==> config.mk <==
export PLATFORM = sky130hd
export DESIGN_NAME = mna_request_packetizer
export DESIGN_NICKNAME = d
export VERILOG_FILES = /design/src/rtl/mna_request_packetizer.sv
export SDC_FILE = /design/constraint.sdc
export NUM_CORES = 1
export LEC_CHECK = 0
export BUFFER_PORTS_ARGS = -buffer_cell sky130_fd_sc_hd__buf_2
export CORE_AREA = 8 8 292 294
export CTS_BUF_LIST = sky130_fd_sc_hd__clkbuf_4 sky130_fd_sc_hd__clkbuf_8
export DETAILED_ROUTE_END_ITERATION = 8
export DIE_AREA = 0 0 300 302
export HOLD_SLACK_MARGIN = 0.15
export PLACE_DENSITY = 0.4
export SYNTH_ARGS = -nofsm -noshare
export SYNTH_HDL_FRONTEND = slang
export SYNTH_SLANG_ARGS = --single-unit
==> constraint.sdc <==
create_clock -name clk -period 5.4 [get_ports clk]
set_input_delay 0.27 -clock clk [delete_from_list [all_inputs] [get_ports clk]]
set_output_delay 0.27 -clock clk [all_outputs]
set_load 0.02 [all_outputs]
==> src/rtl/mna_request_packetizer.sv <==
// NoC request packetizer: DEPTH-entry request FIFO, round-robin VC pick, flit serialiser.
// Optional statistics counters enabled by defining MNA_REQ_STATS_EN.
module mna_request_packetizer #(
  parameter int FLIT_W = 37,
  parameter int NUM_VC = 8,
  parameter int DEPTH  = 4,
  parameter int CNT_W  = 16
) (
  input  logic              clk,
  input  logic              rst,
  input  logic [FLIT_W-1:0] header,
  input  logic [FLIT_W-1:0] body,
  input  logic [FLIT_W-1:0] tail,
  input  logic              avalid,
  input  logic              awrite,
  output logic              aready,
  input  logic              wvalid,
  output logic              wready,
  output logic [FLIT_W-1:0] noc_data,
  output logic              is_valid,
  output logic [NUM_VC-1:0] noc_vc,
  input  logic [NUM_VC-1:0] is_on_off,
  input  logic [NUM_VC-1:0] is_allocatable
`ifdef MNA_REQ_STATS_EN
  ,
  output logic [CNT_W-1:0]  pkt_cnt,
  output logic [CNT_W-1:0]  stall_cnt
`endif
);
  localparam int AW = $clog2(DEPTH);
  localparam int VW = (NUM_VC > 1) ? $clog2(NUM_VC) : 1;

  typedef struct packed {
    logic [FLIT_W-1:0] hdr;
    logic [FLIT_W-1:0] bdy;
    logic [FLIT_W-1:0] tl;
    logic              wr;
  } req_t;

  typedef enum logic [1:0] {IDLE, HEAD, BODY, TAIL} state_t;

  req_t              mem_q [DEPTH];
  logic [AW:0]       wr_ptr_q, rd_ptr_q;
  state_t            state_q, state_d;
  logic [FLIT_W-1:0] noc_data_q, noc_data_d;
  logic              is_valid_q, is_valid_d;
  logic [NUM_VC-1:0] noc_vc_q, noc_vc_d;
  logic [VW-1:0]     rr_ptr_q, rr_ptr_d;
  logic              full, empty, push, pop, stall;
  req_t              head_req;
  logic [FLIT_W-1:0] cur_flit;
  logic              go;

  // Extra wrap bit on the pointers distinguishes full from empty.
  assign full     = (wr_ptr_q[AW] != rd_ptr_q[AW]) && (wr_ptr_q[AW-1:0] == rd_ptr_q[AW-1:0]);
  assign empty    = (wr_ptr_q == rd_ptr_q);
  assign aready   = !full && avalid && (!awrite || wvalid);
  assign wready   = aready && awrite;
  assign push     = aready;
  assign head_req = mem_q[rd_ptr_q[AW-1:0]];

  always_ff @(posedge clk) begin
    if (push) mem_q[wr_ptr_q[AW-1:0]] <= {header, (awrite ? body : '0), tail, awrite};
  end

  // Round-robin: rotate the doubled mask so the search starts at rr_ptr.
  logic [2*NUM_VC-1:0] alloc2;
  logic [NUM_VC-1:0]   rot;
  logic [VW:0]         off, sel_w, nxt_w;
  logic [VW-1:0]       sel;

  always_comb begin
    alloc2 = {is_allocatable, is_allocatable};
    rot    = alloc2[rr_ptr_q +: NUM_VC];
    off    = '0;
    for (int j = NUM_VC - 1; j >= 0; j--) begin
      if (rot[j]) off = (VW+1)'(j);
    end
    sel_w = {1'b0, rr_ptr_q} + off;
    if (sel_w >= (VW+1)'(NUM_VC)) sel_w = sel_w - (VW+1)'(NUM_VC);
    sel   = sel_w[VW-1:0];
    nxt_w = {1'b0, sel} + (VW+1)'(1);
    if (nxt_w == (VW+1)'(NUM_VC)) nxt_w = '0;
  end

  assign go = |(is_on_off & noc_vc_q);

  always_comb begin
    case (state_q)
      HEAD:    cur_flit = head_req.hdr;
      BODY:    cur_flit = head_req.bdy;
      default: cur_flit = head_req.tl;
    endcase
  end

  always_comb begin
    state_d    = state_q;
    noc_data_d = noc_data_q;
    is_valid_d = 1'b0;
    noc_vc_d   = noc_vc_q;
    rr_ptr_d   = rr_ptr_q;
    pop        = 1'b0;
    stall      = 1'b0;
    if (state_q == IDLE) begin
      if (!empty && |is_allocatable) begin
        noc_vc_d = NUM_VC'(1) << sel;
        rr_ptr_d = nxt_w[VW-1:0];
        state_d  = HEAD;
      end
    end else if (go) begin
      noc_data_d = cur_flit;
      is_valid_d = 1'b1;
      case (state_q)
        HEAD:    state_d = head_req.wr ? BODY : TAIL;
        BODY:    state_d = TAIL;
        default: begin
          state_d = IDLE;
          pop     = 1'b1;
        end
      endcase
    end else begin
      stall = 1'b1;
    end
  end

  always_ff @(posedge clk) begin
    if (rst) begin
      wr_ptr_q   <= '0;
      rd_ptr_q   <= '0;
      state_q    <= IDLE;
      noc_data_q <= '0;
      is_valid_q <= 1'b0;
      noc_vc_q   <= '0;
      rr_ptr_q   <= '0;
    end else begin
      if (push) wr_ptr_q <= wr_ptr_q + (AW+1)'(1);
      if (pop)  rd_ptr_q <= rd_ptr_q + (AW+1)'(1);
      state_q    <= state_d;
      noc_data_q <= noc_data_d;
      is_valid_q <= is_valid_d;
      noc_vc_q   <= noc_vc_d;
      rr_ptr_q   <= rr_ptr_d;
    end
  end

  assign noc_data = noc_data_q;
  assign is_valid = is_valid_q;
  assign noc_vc   = noc_vc_q;

`ifdef MNA_REQ_STATS_EN
  logic [CNT_W-1:0] pkt_cnt_q, stall_cnt_q;

  always_ff @(posedge clk) begin
    if (rst) begin
      pkt_cnt_q   <= '0;
      stall_cnt_q <= '0;
    end else begin
      if (pop)   pkt_cnt_q   <= pkt_cnt_q + CNT_W'(1);
      if (stall) stall_cnt_q <= stall_cnt_q + CNT_W'(1);
    end
  end

  assign pkt_cnt   = pkt_cnt_q;
  assign stall_cnt = stall_cnt_q;
`else
  logic unused_stall;
  assign unused_stall = stall;
`endif

endmodule
* Yosys cells after proc, flatten, opt, wreduce, memory -nomap -nowiden
Memory sizes are Yosys's and may differ from the RTL's. A register that Yosys moved wholly into a read port is not among the register bits.
Index checks and enable logic that the tools add are counted.
** Operators by class
- Add/sub/neg operators :: 5
- Reductions and logical operators :: 18
- Bitwise gates (word level) :: 2
- Equal/unequal tests :: 7
- $lt $le $gt $ge :: 1
- Shift-type cells :: 2
- Multiplexer cells :: 25
** Operators with widths (number)
- $pmux W37 S2 :: 1
- $mux W37 :: 1
- $mux W4 :: 7
- $reduce_or A8 Y1 :: 2
- $shiftx A16 B4 Y8 :: 1
- $mux W2 :: 5
- $mux W3 :: 3
- $and A8 B8 Y8 :: 1
- $shl A1 B3 Y8 const A :: 1
- $mux W1 :: 7
- $add A3 B1 Y3 const B :: 2
- $reduce_and A2 Y1 :: 3
- $logic_and A1 B1 Y1 :: 5
- $add A3 B1 Y4 const B :: 1
- $add A3 B4 Y4 :: 1
- $eq A4 B4 Y1 const B :: 1
- $ge A4 B4 Y1 const B :: 1
- $pmux W2 S2 :: 1
- $reduce_or A2 Y1 :: 2
- $eq A3 B3 Y1 :: 1
- $logic_not A1 Y1 :: 3
- $sub A3 B1 Y3 const B :: 1
- $eq A2 B1 Y1 const B :: 1
- $eq A2 B2 Y1 :: 1
- other kinds (7) :: 7
** Word-level totals
- Logic and storage cells :: 68
- Memories :: 1
- Memory bits (writable) :: 448
- Input bits :: 132
- Bits in registers :: 57
** Memory list
- mem_q :: depth 4, width 112, read ports 1, clocked after memory_dff 1, write ports 1, RTL line 42 : req_t mem_q [DEPTH];

* Logic depth before layout (Yosys ltp)
- Word-level depth :: 15
- Mapped depth :: 15
- Gate-level depth less buffers :: 14

* Least setup slack after synthesis
OpenSTA, ideal clock, no wires.
- Kind :: register -> register
- Start :: register wr_ptr_q[0]
- End :: memory mem_q[3][0] (netlist bit), enable pin
- Stages on the path, launching flop included :: 5
- Setup slack :: 1170 ps
- Buffers on the path :: 0
- Period minus slack after synthesis :: 4230 ps
- Arrival time :: 3744 ps
- Cell sequence :: dfxtp_1 -> xor2_1 -> nor2_1 -> a21oi_2 -> and2_1
** On the way
- Longest elaborated chain between the ends :: 7
** Ends and longest elaborated chain
- from (decl) :: RTL line 43 : logic [AW:0] wr_ptr_q, rd_ptr_q;
- from (signal assigned) :: RTL line 136 : if (push) wr_ptr_q <= wr_ptr_q + (AW+1)'(1);
- $eq A2 B2 Y1 :: RTL line 55 : assign full = (wr_ptr_q[AW] != rd_ptr_q[AW]) && (wr_ptr_q[AW-1:0] == rd_ptr_q[AW-1:0]);
- $logic_and A1 B1 Y1 :: RTL line 55
- $logic_not A1 Y1 :: RTL line 57 : assign aready = !full && avalid && (!awrite || wvalid);
- $logic_and A1 B1 Y1 (2 in a row) :: RTL line 57
- named net aready :: RTL line 16 : output logic aready,
- $mux W1 (2 in a row) :: RTL line 63 : if (push) mem_q[wr_ptr_q[AW-1:0]] <= {header, (awrite ? body : '0), tail, awrite};
- to (decl) :: RTL line 42
The timed path passes the listed nets, and every way through them passes these cells.

* Worst setup path after layout
- Start :: register rr_ptr_q[0]
- End :: register rr_ptr_q[2]
** On the way
- Longest elaborated chain between the ends :: 15
- Elaborated cells between the ends (all ways) :: 16
- Classes of those cells :: add/sub: 3; order compare: 1; eq/ne: 1; shift: 1; mux: 10
** Ends and longest elaborated chain
- from (decl) :: RTL line 48 : logic [VW-1:0] rr_ptr_q, rr_ptr_d;
- from (signal assigned) :: RTL line 142 : rr_ptr_q <= rr_ptr_d;
- $shiftx A16 B4 Y8 :: RTL line 74 : rot = alloc2[rr_ptr_q +: NUM_VC];
- $mux W3 :: RTL line 77 : if (rot[j]) off = (VW+1)'(j);
- $mux W4 (7 in a row) :: RTL line 77
- $add A3 B4 Y4 * :: RTL line 79 : sel_w = {1'b0, rr_ptr_q} + off;
- $ge A4 B4 Y1 or $sub A3 B1 Y3 (tied branches) :: RTL line 80 : if (sel_w >= (VW+1)'(NUM_VC)) sel_w = sel_w - (VW+1)'(NUM_VC);
- $mux W3 * :: RTL line 80
- $add A3 B1 Y4 * :: RTL line 82 : nxt_w = {1'b0, sel} + (VW+1)'(1);
- $eq A4 B4 Y1 :: RTL line 83 : if (nxt_w == (VW+1)'(NUM_VC)) nxt_w = '0;
- $mux W3 * :: RTL line 83
Mark *: on every way between the ends. The rest lies on a longest branch, timed or not.
A chain may end at the register's enable or synchronous reset.

==> impl_metrics.toml <==
[placement]
dpl_worst_slack_ns = 1.63
port_buffers = 179
gp_congestion = 0.709
dpl.hpwl_um = 30200
placed_cell_area_mm2 = 0.0220

[hold_path]
hold_start = "avalid"
min_to = "wr_ptr_q[0]"
hold_path.class = "input pin to flop"
whs_path_depth = 5

[finish]
nets = 1546
multi_input_area_mm2 = 0.00488
area_growth_pct = 26.1
most-common-layout-cells = "edfxtp_1, buf_2, mux4_2"
drive_above_1_share_pct = 32.7
seq_area_mm2 = 0.0146
fill_cells = 8068
final_cell_area_mm2 = 0.0251
layout_commonest_cell = "edfxtp_1"

[worst_setup_path]
worstPathMaxFanout = 17
r2r_start = "rr_ptr_q[0]"
reg2reg_to = "rr_ptr_q[2]"
crit_path_end_kind = "flop"
reg2reg_setup_slack_ns = 1.65
required_ns = 5.91
arrival_ns = 4.26
path_class = "flop to flop"
r2r_cells = 14
start_kind = "flop"

[timing]
tightest_slew_ns = 0.974
timing_hold_violations_final = 0
period_share_pct = 69.4
layout_setup_ws_ns = 1.65
clock_skew_ns = 0.0427
finalMaxSlewViolations = 0
fmax_ghz = 0.267
slew_headroom_pct = 35.1
fin_tns_setup_ns = 0
period_needed_ns = 3.75
setup_viol = 0
rsz0062_at_grt = "no"

[synthesis]
syn_nets = 1211
synth-seq-cells = 507
yosys_most_used_dff = "edfxtp_1"
yosysSeqAreaShare_pct = 73.5
synth_cell_type_count = 48
syn_inst = 1064
synth_edf_count = 448
syn_area_mm2 = 0.0199
ys_warn_count = 0
syn_avg_cell_area_um2 = 18.7
async_reset_ff_share_pct = 0

[die]
core.rowCount = 105
die_h_um = 302
num_io_pins = 180
start_util_pct = 24.6
die_area_mm2 = 0.0906
core_area_mm2 = 0.0809
die_width_um = 300

[clock_tree]
cts_tree = "done"
clk_latency_ns = 0.69
root_buffer = "clkbuf_8"
cts_buffers = 94
clock-sinks = 507
postCtsSetupBuffers = 0
post_cts_resize_count = 0
cts_buffer_depth = 3
htreeDepth = 3
cts.clk_slew.worst_paths_ns = 0.06

[global_route]
grt_pass1_vias = 12300
grt_first_pass_wirelength_um = 79300
antenna_found_initial = 5
grt.overflow.total = 0
grt_max_degree = 79
track_usage_pct = 11.6

[routing]
via_count = 11000
drt_iter0_markers = 600
routed_wl_um = 53000
wl_per_cell_um = 20.8
drcViolationCount = 0
drtAntennaViolNets = 0
viasPerCell = 4.30
dr.pass1.iters = 5

[run]
maxCapViolCount = 0

[outcome]
status = "finished clean"

[power]
vdd_drop_max_mv = 0.172
p_per_area_mw_per_mm2 = 392
power.leakage_nw = 8.36
-- how the worst max path moves through the flow --
stage | cells after the start | endpoint | slack, ns | startpoint
after floorplan | 4 | mem_q[3][0] | 1.17 | wr_ptr_q[0]
after global placement | 14 | rr_ptr_q[2] | 1.65 | rr_ptr_q[0]
after detailed placement | 14 | rr_ptr_q[2] | 1.63 | rr_ptr_q[0]
after CTS | 14 | rr_ptr_q[2] | 1.61 | rr_ptr_q[0]
after global routing | 14 | rr_ptr_q[2] | 1.36 | rr_ptr_q[0]
final | 14 | rr_ptr_q[2] | 1.65 | rr_ptr_q[0]
-- metrics by stage --
step                      utilization, %  power (W)  cells  hold WS [ns]
after floorplan                        -    0.00561   1064         0.369
after global placement              27.2    0.00611   2262         0.464
after detailed placement            27.2    0.00612   2262         0.470
after CTS                           31.0     0.0101   2548         0.227
after global routing                31.0     0.0104   2550         0.274
final                               31.0    0.00984   2550         0.284
-- routing by layer --
metal / part of all wire [%] / GRT usage [%]
met1: 44 / 14.8
met2: 49 / 19.5
met3: 4.7 / 2.55
met4: 2.0 / 3.83
met5: 0.025 / 0
-- area by class of cell --
class / count / share of cell area (%)
Tap cell: 1070 / 5.33
Inverter: 25 / 0.374
Clock inverter: 41 / 1.32
Antenna cell: 2 / 0.0199
Clock buffer: 134 / 6.43
Timing Repair Buffer: 307 / 8.75
Sequential cell: 507 / 58.3
Multi-Input combinational cell: 464 / 19.4
-- critical path, stage by stage (launching register included) --
cell and delay [ns]:
dfxtp_1 0.81, mux4_2 0.60, inv_1 0.10, a21oi_1 0.07
o21a_1 0.17, a221oi_2 0.17, a221o_1 0.17, ha_1 0.15
inv_1 0.06, fa_1 0.43, xor2_2 0.29, inv_2 0.10
ha_1 0.30, mux2i_1 0.13, nor2_1 0.05
-- registers in the layout, summed over array words and instances, names as in the netlist, named ones only --
name,cells
mem_q,448
rd_ptr_q,3
state_q,2
wr_ptr_q,3
rr_ptr_q,3
is_valid,1
noc_data,37
noc_vc,8
-- cell usage after synthesis, types with 2 or more instances --
library cell	count	area, um2
edfxtp_1	448	13500
mux4_2	118	2660
nor2_1	95	357
dfxtp_1	59	1180
a21oi_1	44	220
a22oi_1	42	315
and2_1	42	263
a211oi_1	41	308
clkbuf_1	39	146
inv_1	24	90.1
buf_2	16	80.1
ha_1	14	175
buf_6	7	78.8
o21ai_0	7	35.0
o32ai_1	7	61.3
mux2i_1	6	60.1
nand2_1	5	18.8
nor2b_1	5	31.3
buf_4	4	30.0
nand3b_1	4	30.0
xor2_1	4	35.0
o21a_1	3	22.5
xnor2_1	3	26.3
buf_1	2	7.51
nor4_1	2	12.5
-- cells by family (layout without fill, tap and decap cells) --
group,count (synthesis),in the layout,share of synthesized area (%)
other cells,0,2,0
buf+inv,93,507,2.19
fa+ha+maj,16,16,1.04
flops,507,507,73.5
simple gates,156,156,3.66
compound gates,160,160,5.57
mux,124,124,13.6
xor+xnor,8,8,0.390
-- power by group --
part | internal (W) | leakage, nW | switching, W | total (W)
clock | 0.00217 | 1.03 | 0.00162 | 0.00379
combinational | 0.000608 | 2.74 | 0.000870 | 0.00148
sequential | 0.00447 | 4.59 | 0.000112 | 0.00458
-- repair_timing --
| action | in CTS | in global routing |
|---|---|---|
| endpoints found under the setup margin | 0 | 0 |
| hold buffers | 111 | 0 |
| endpoints found under the hold margin | 444 | 0 |
(Power assumes the default switching activity.)
